`config.mk`:
```
export PLATFORM = sky130hd
export DESIGN_NAME = dual_port_sync_memory
export DESIGN_NICKNAME = d
export VERILOG_FILES = /design/src/rtl/dual_port_sync_memory.sv
export SDC_FILE = /design/constraint.sdc
export NUM_CORES = 2
export LEC_CHECK = 0
export BUFFER_PORTS_ARGS = -buffer_cell sky130_fd_sc_hd__buf_2
export CAP_MARGIN = 20
export CORE_MARGIN = 10
export CORE_UTILIZATION = 45
export CTS_BUF_LIST = sky130_fd_sc_hd__clkbuf_4 sky130_fd_sc_hd__clkbuf_8
export DETAILED_ROUTE_END_ITERATION = 10
export PLACE_DENSITY = 0.71
export SLEW_MARGIN = 20
export SYNTH_ARGS = -nofsm -noshare
export SYNTH_HDL_FRONTEND = slang
export SYNTH_SLANG_ARGS = --single-unit
export TNS_END_PERCENT = 100
```
`constraint.sdc`:
```
create_clock -name CLK -period 5.5 [get_ports CLK]
set_input_delay 0.825 -clock CLK [delete_from_list [all_inputs] [get_ports CLK]]
set_output_delay 0.825 -clock CLK [all_outputs]
set_load 0.05 [all_outputs]
```
`src/rtl/dual_port_sync_memory.sv`:
```
// rtl/dual_port_sync_memory.sv - data memory with separate write/read ports and reset-time clear
//
// Purpose:
//   Single-clock data memory for the MEM stage of the 8-bit pipeline.
//   Writes land at the clock edge. Reads are registered and take one cycle,
//   and each read result comes with a one-cycle Read_Valid strobe.
//   After reset the memory is cleared one word per cycle. Busy stays high
//   while that happens, and any write or read request is ignored during the clear.
//
// Ports:
//   CLK         clock, everything on posedge
//   RST         synchronous active-high reset, restarts the clear at word 0
//   Write_EN    write request
//   Write_Addr  write address (a write to an address >= Depth is dropped)
//   Write_D     write data
//   Read_EN     read request
//   Read_Addr   read address (a read of an address >= Depth returns 0)
//   Read_D      registered read data, holds when no read is done
//   Read_Valid  high for one cycle when Read_D was loaded by a read
//   Busy        high while the clear sequence runs
//
// Configuration:
//   MEM_RD_BYPASS_EN  when defined, a read and write to the same address
//                     in the same cycle return the new data (write-first).
//                     When undefined, the read returns the old contents
//                     (read-first).

module dual_port_sync_memory #(
  parameter int Width      = 8,
  parameter int Depth      = 256,
  parameter int Addr_Width = 8
) (
  input  logic                  CLK,
  input  logic                  RST,
  input  logic                  Write_EN,
  input  logic [Addr_Width-1:0] Write_Addr,
  input  logic [Width-1:0]      Write_D,
  input  logic                  Read_EN,
  input  logic [Addr_Width-1:0] Read_Addr,
  output logic [Width-1:0]      Read_D,
  output logic                  Read_Valid,
  output logic                  Busy
);

  typedef enum logic {
    ST_CLEAR = 1'b0,
    ST_READY = 1'b1
  } state_t;

  // One extra bit so that Depth == 2**Addr_Width can still be represented.
  localparam logic [Addr_Width:0]   DEPTH_EXT = (Addr_Width + 1)'(Depth);
  localparam logic [Addr_Width-1:0] LAST_ADDR = Addr_Width'(Depth - 1);

  state_t                state_q, state_d;
  logic [Addr_Width-1:0] clr_ptr_q, clr_ptr_d;
  logic [Width-1:0]      read_d_q, read_d_d;
  logic                  read_valid_q, read_valid_d;

  logic [Width-1:0]      mem [Depth];

  logic                  mem_we;
  logic [Addr_Width-1:0] mem_waddr;
  logic [Width-1:0]      mem_wdata;
  logic                  wr_in_range;
  logic                  rd_in_range;

  assign wr_in_range = ({1'b0, Write_Addr} < DEPTH_EXT);
  assign rd_in_range = ({1'b0, Read_Addr} < DEPTH_EXT);

  // State register.
  always_ff @(posedge CLK) begin
    if (RST) begin
      state_q      <= ST_CLEAR;
      clr_ptr_q    <= '0;
      read_d_q     <= '0;
      read_valid_q <= 1'b0;
    end else begin
      state_q      <= state_d;
      clr_ptr_q    <= clr_ptr_d;
      read_d_q     <= read_d_d;
      read_valid_q <= read_valid_d;
    end
  end

  // The memory array has no reset of its own. The clear sequence zeroes it.
  always_ff @(posedge CLK) begin
    if (mem_we && !RST) begin
      mem[mem_waddr] <= mem_wdata;
    end
  end

  // Next-state logic.
  always_comb begin
    state_d   = state_q;
    clr_ptr_d = clr_ptr_q;
    case (state_q)
      ST_CLEAR: begin
        clr_ptr_d = clr_ptr_q + 1'b1;
        if (clr_ptr_q == LAST_ADDR) begin
          state_d   = ST_READY;
          clr_ptr_d = '0;
        end
      end
      default: begin
      end
    endcase
  end

  // Output and datapath logic.
  always_comb begin
    mem_we       = 1'b0;
    mem_waddr    = Write_Addr;
    mem_wdata    = Write_D;
    read_d_d     = read_d_q;
    read_valid_d = 1'b0;
    if (state_q == ST_CLEAR) begin
      mem_we    = 1'b1;
      mem_waddr = clr_ptr_q;
      mem_wdata = '0;
    end else begin
      mem_we = Write_EN && wr_in_range;
      if (Read_EN) begin
        read_valid_d = 1'b1;
        if (!rd_in_range) begin
          read_d_d = '0;
        end
`ifdef MEM_RD_BYPASS_EN
        else if (Write_EN && (Write_Addr == Read_Addr)) begin
          read_d_d = Write_D;
        end
`endif
        else begin
          read_d_d = mem[Read_Addr];
        end
      end
    end
  end

  assign Read_D     = read_d_q;
  assign Read_Valid = read_valid_q;
  assign Busy       = (state_q == ST_CLEAR);

endmodule

```
==> metrics.txt <==
Placeable Area 0.179 sq mm; max cap viols 0; sequential fraction of the synthesis area 0.761; CP endpoint kind flop; Iteration-0 DRC Markers 5312; die extent in x 445 um; post-synthesis register bit count 2066; pin count of the biggest net entering global routing 189; first-pass detailed-route iteration total 6; Setup Skew 0.0752 ns; CP cell instances buf_4 > clkinv_1 > o31ai_1 > nand2_1 > nor2_1; syn nets 4107; WP data arrival 4.60 ns; synthesized area 0.0813 sq mm; Sink Count 2066; VDD IR-drop max 0.266 mV; Port-buffer cells 37; Least-Margin Pin Slew 1.12 ns; hpwl dp 119 mm; commonest cells after routing, fill and taps aside edfxtp_1, mux2i_1, clkbuf_8; filler cell count in the final layout 13952; layout cells sized above 1 0.212; CP max stage delay 0.99 ns; post-route ant nets 0; Cells after Synth 4078; status complete, no violations; Max Freq 0.252 GHz; final setup margin 1.54 ns; CTS Hold Bufs 0; FFs w/ async S/R, synth 0; maximum clock path buffer count 4; Global Route Usage Sum 0.197; number of flops mapped to enable cells by yosys 2048; dpl ws 1.12 ns; area grow syn2layout 10.8%; vias in the first global route 41661; post_cts resized 0; die area 0.198 sq mm; most common cell after layout, fill and taps aside edfxtp_1; Post-DP Area 0.0838 sq mm; Setup TNS 0 ns; max_slew headroom 0.235; die height 445 um; Max Slew Vio Count 0; yosys warns 0; average cell area after synthesis 19.9 sq um; post-layout min period 3.96 ns; RSZ-0062 raised after global routing no; Startpoint Class flop; num rows 155; Fin. Hold Viols 0; Via Count 41838; nets 4354; gp weighted congestion 0.910; Initial Utilization 0.454; cts bufs inserted 338; number of vias per cell 6.05; most used flip-flop cell after synthesis edfxtp_1; routed wire length 198 mm; kind of critical path flop to flop; TritonCTS clock tree done; Post-CTS Setup Repair Bufs 0; total grt overflow 0; Max FO, Critical Path 29; Clock Latency Late Sink 1.04 ns; period utilization 0.721; Pwr per Cell Area 343 mW/mm^2; antenna violations before repair 3; residual DRC count 0; htree depth 5; Unique masters post-synth 70; final instance area 0.0901 sq mm; Required @ worst endpoint 6.14 ns; Lkg Pwr 30.6 nW; drt wl/cell 28.7 um; Clk pin slew, worst setup/hold paths 0.06 ns; slowest cell on the critical path o31ai_1; endpoints failing setup 0; Worst Hold Class input port to flop; # IOs 38; Root Buffer clkbuf_8; first-pass GRT wire length 289 mm
==> per-stage QoR <==
stage	hold WS, ns	utilization	instances	total power [mW]
floorplan	0.513	-	4078	18.2
global placement	0.540	0.468	6339	18.5
detailed placement	0.556	0.468	6339	18.5
CTS	0.0803	0.503	6914	31.1
global route	0.142	0.503	6916	31.8
finish	0.167	0.503	6917	30.9
==> report_power, final <==
group          switching, mW  leakage [nW]  total (mW)  internal, mW
registers            0.00590          20.3        17.1          17.1
clock network           5.81          3.31        12.7          6.88
logic                  0.710          6.96        1.15         0.442
==> worst max-delay path, delay by kind of cell (launching register included) <==
kind            cells  cell delay, ns
compound gates      1            0.99
buf+inv             2            0.69
flops               1            0.49
simple gates        2            1.41
==> cells by family (layout without fill, tap and decap cells) <==
logic type      after synthesis  after routing  share of synthesized area
compound gates              467            467                     0.0402
flops                      2066           2066                      0.761
buf+inv                     254            736                     0.0235
simple gates                542            542                     0.0277
xor+xnor                      3              3                   0.000323
fa+ha+maj                     1              1                   0.000154
other cells                   0              2                          0
mux                         745            745                      0.147
==> registers in the layout, summed over array words and instances (netlist names) <==
name / flops
mem: 2048
Read_Valid: 1
clr_ptr_q: 8
Read_D: 8
state_q: 1
==> per-layer routing <==
layer	share of wire	global-route usage	up-vias	wire length, um
met4	0.051	0.0976	2	10200
met3	0.098	0.0501	458	19300
met1	0.39	0.263	21613	76500
met5	0.000066	0	-	13
li1	-	-	17429	-
met2	0.47	0.301	2336	92200
==> final timing paths <==
path / start / endpoint / slack, ns / cells after the start
setup / recovery: state_q$_SDFF_PP0_ / mem[161][2]$_DFFE_PP_ / 1.54 / 5
hold / removal: RST / clr_ptr_q[3]$_SDFFE_PP0N_ / 0.17 / 2
setup reg to reg: state_q$_SDFF_PP0_ / mem[161][2]$_DFFE_PP_ / 1.54 / 5
hold reg to reg: clr_ptr_q[0]$_SDFFE_PP0N_ / clr_ptr_q[0]$_SDFFE_PP0N_ / 0.56 / 2
==> area by class of cell <==
cell class | count | area [sq um] | share of cell area
Clock buffer | 436 | 5430 | 0.0603
Multi-Input combinational cell | 1758 | 17600 | 0.195
Antenna cell | 2 | 5.00 | 0.0000556
Tap cell | 2355 | 2950 | 0.0327
Sequential cell | 2066 | 61900 | 0.687
Timing Repair Buffer | 148 | 1360 | 0.0151
Inverter | 13 | 51.3 | 0.000569
Clock inverter | 139 | 863 | 0.00958
==> synthesized netlist by cell type (15+ instances only) <==
library cell | number | share of area
mux2_2 | 23 | 0.0032
mux4_2 | 284 | 0.079
a221oi_1 | 33 | 0.0036
o21ai_0 | 50 | 0.0031
a211oi_1 | 40 | 0.0037
edfxtp_1 | 2048 | 0.76
nor2_1 | 300 | 0.014
o22ai_1 | 106 | 0.0082
buf_6 | 34 | 0.0047
buf_8 | 26 | 0.0048
mux4_1 | 56 | 0.018
buf_2 | 40 | 0.0025
nand2_1 | 138 | 0.0064
a2111oi_0 | 15 | 0.0016
o221ai_1 | 87 | 0.0094
dfxtp_1 | 18 | 0.0044
clkbuf_1 | 84 | 0.0039
mux2i_1 | 382 | 0.047
buf_1 | 15 | 0.00069
a21oi_1 | 80 | 0.0049
nand3_1 | 35 | 0.0022
(Power assumes the default switching activity.)
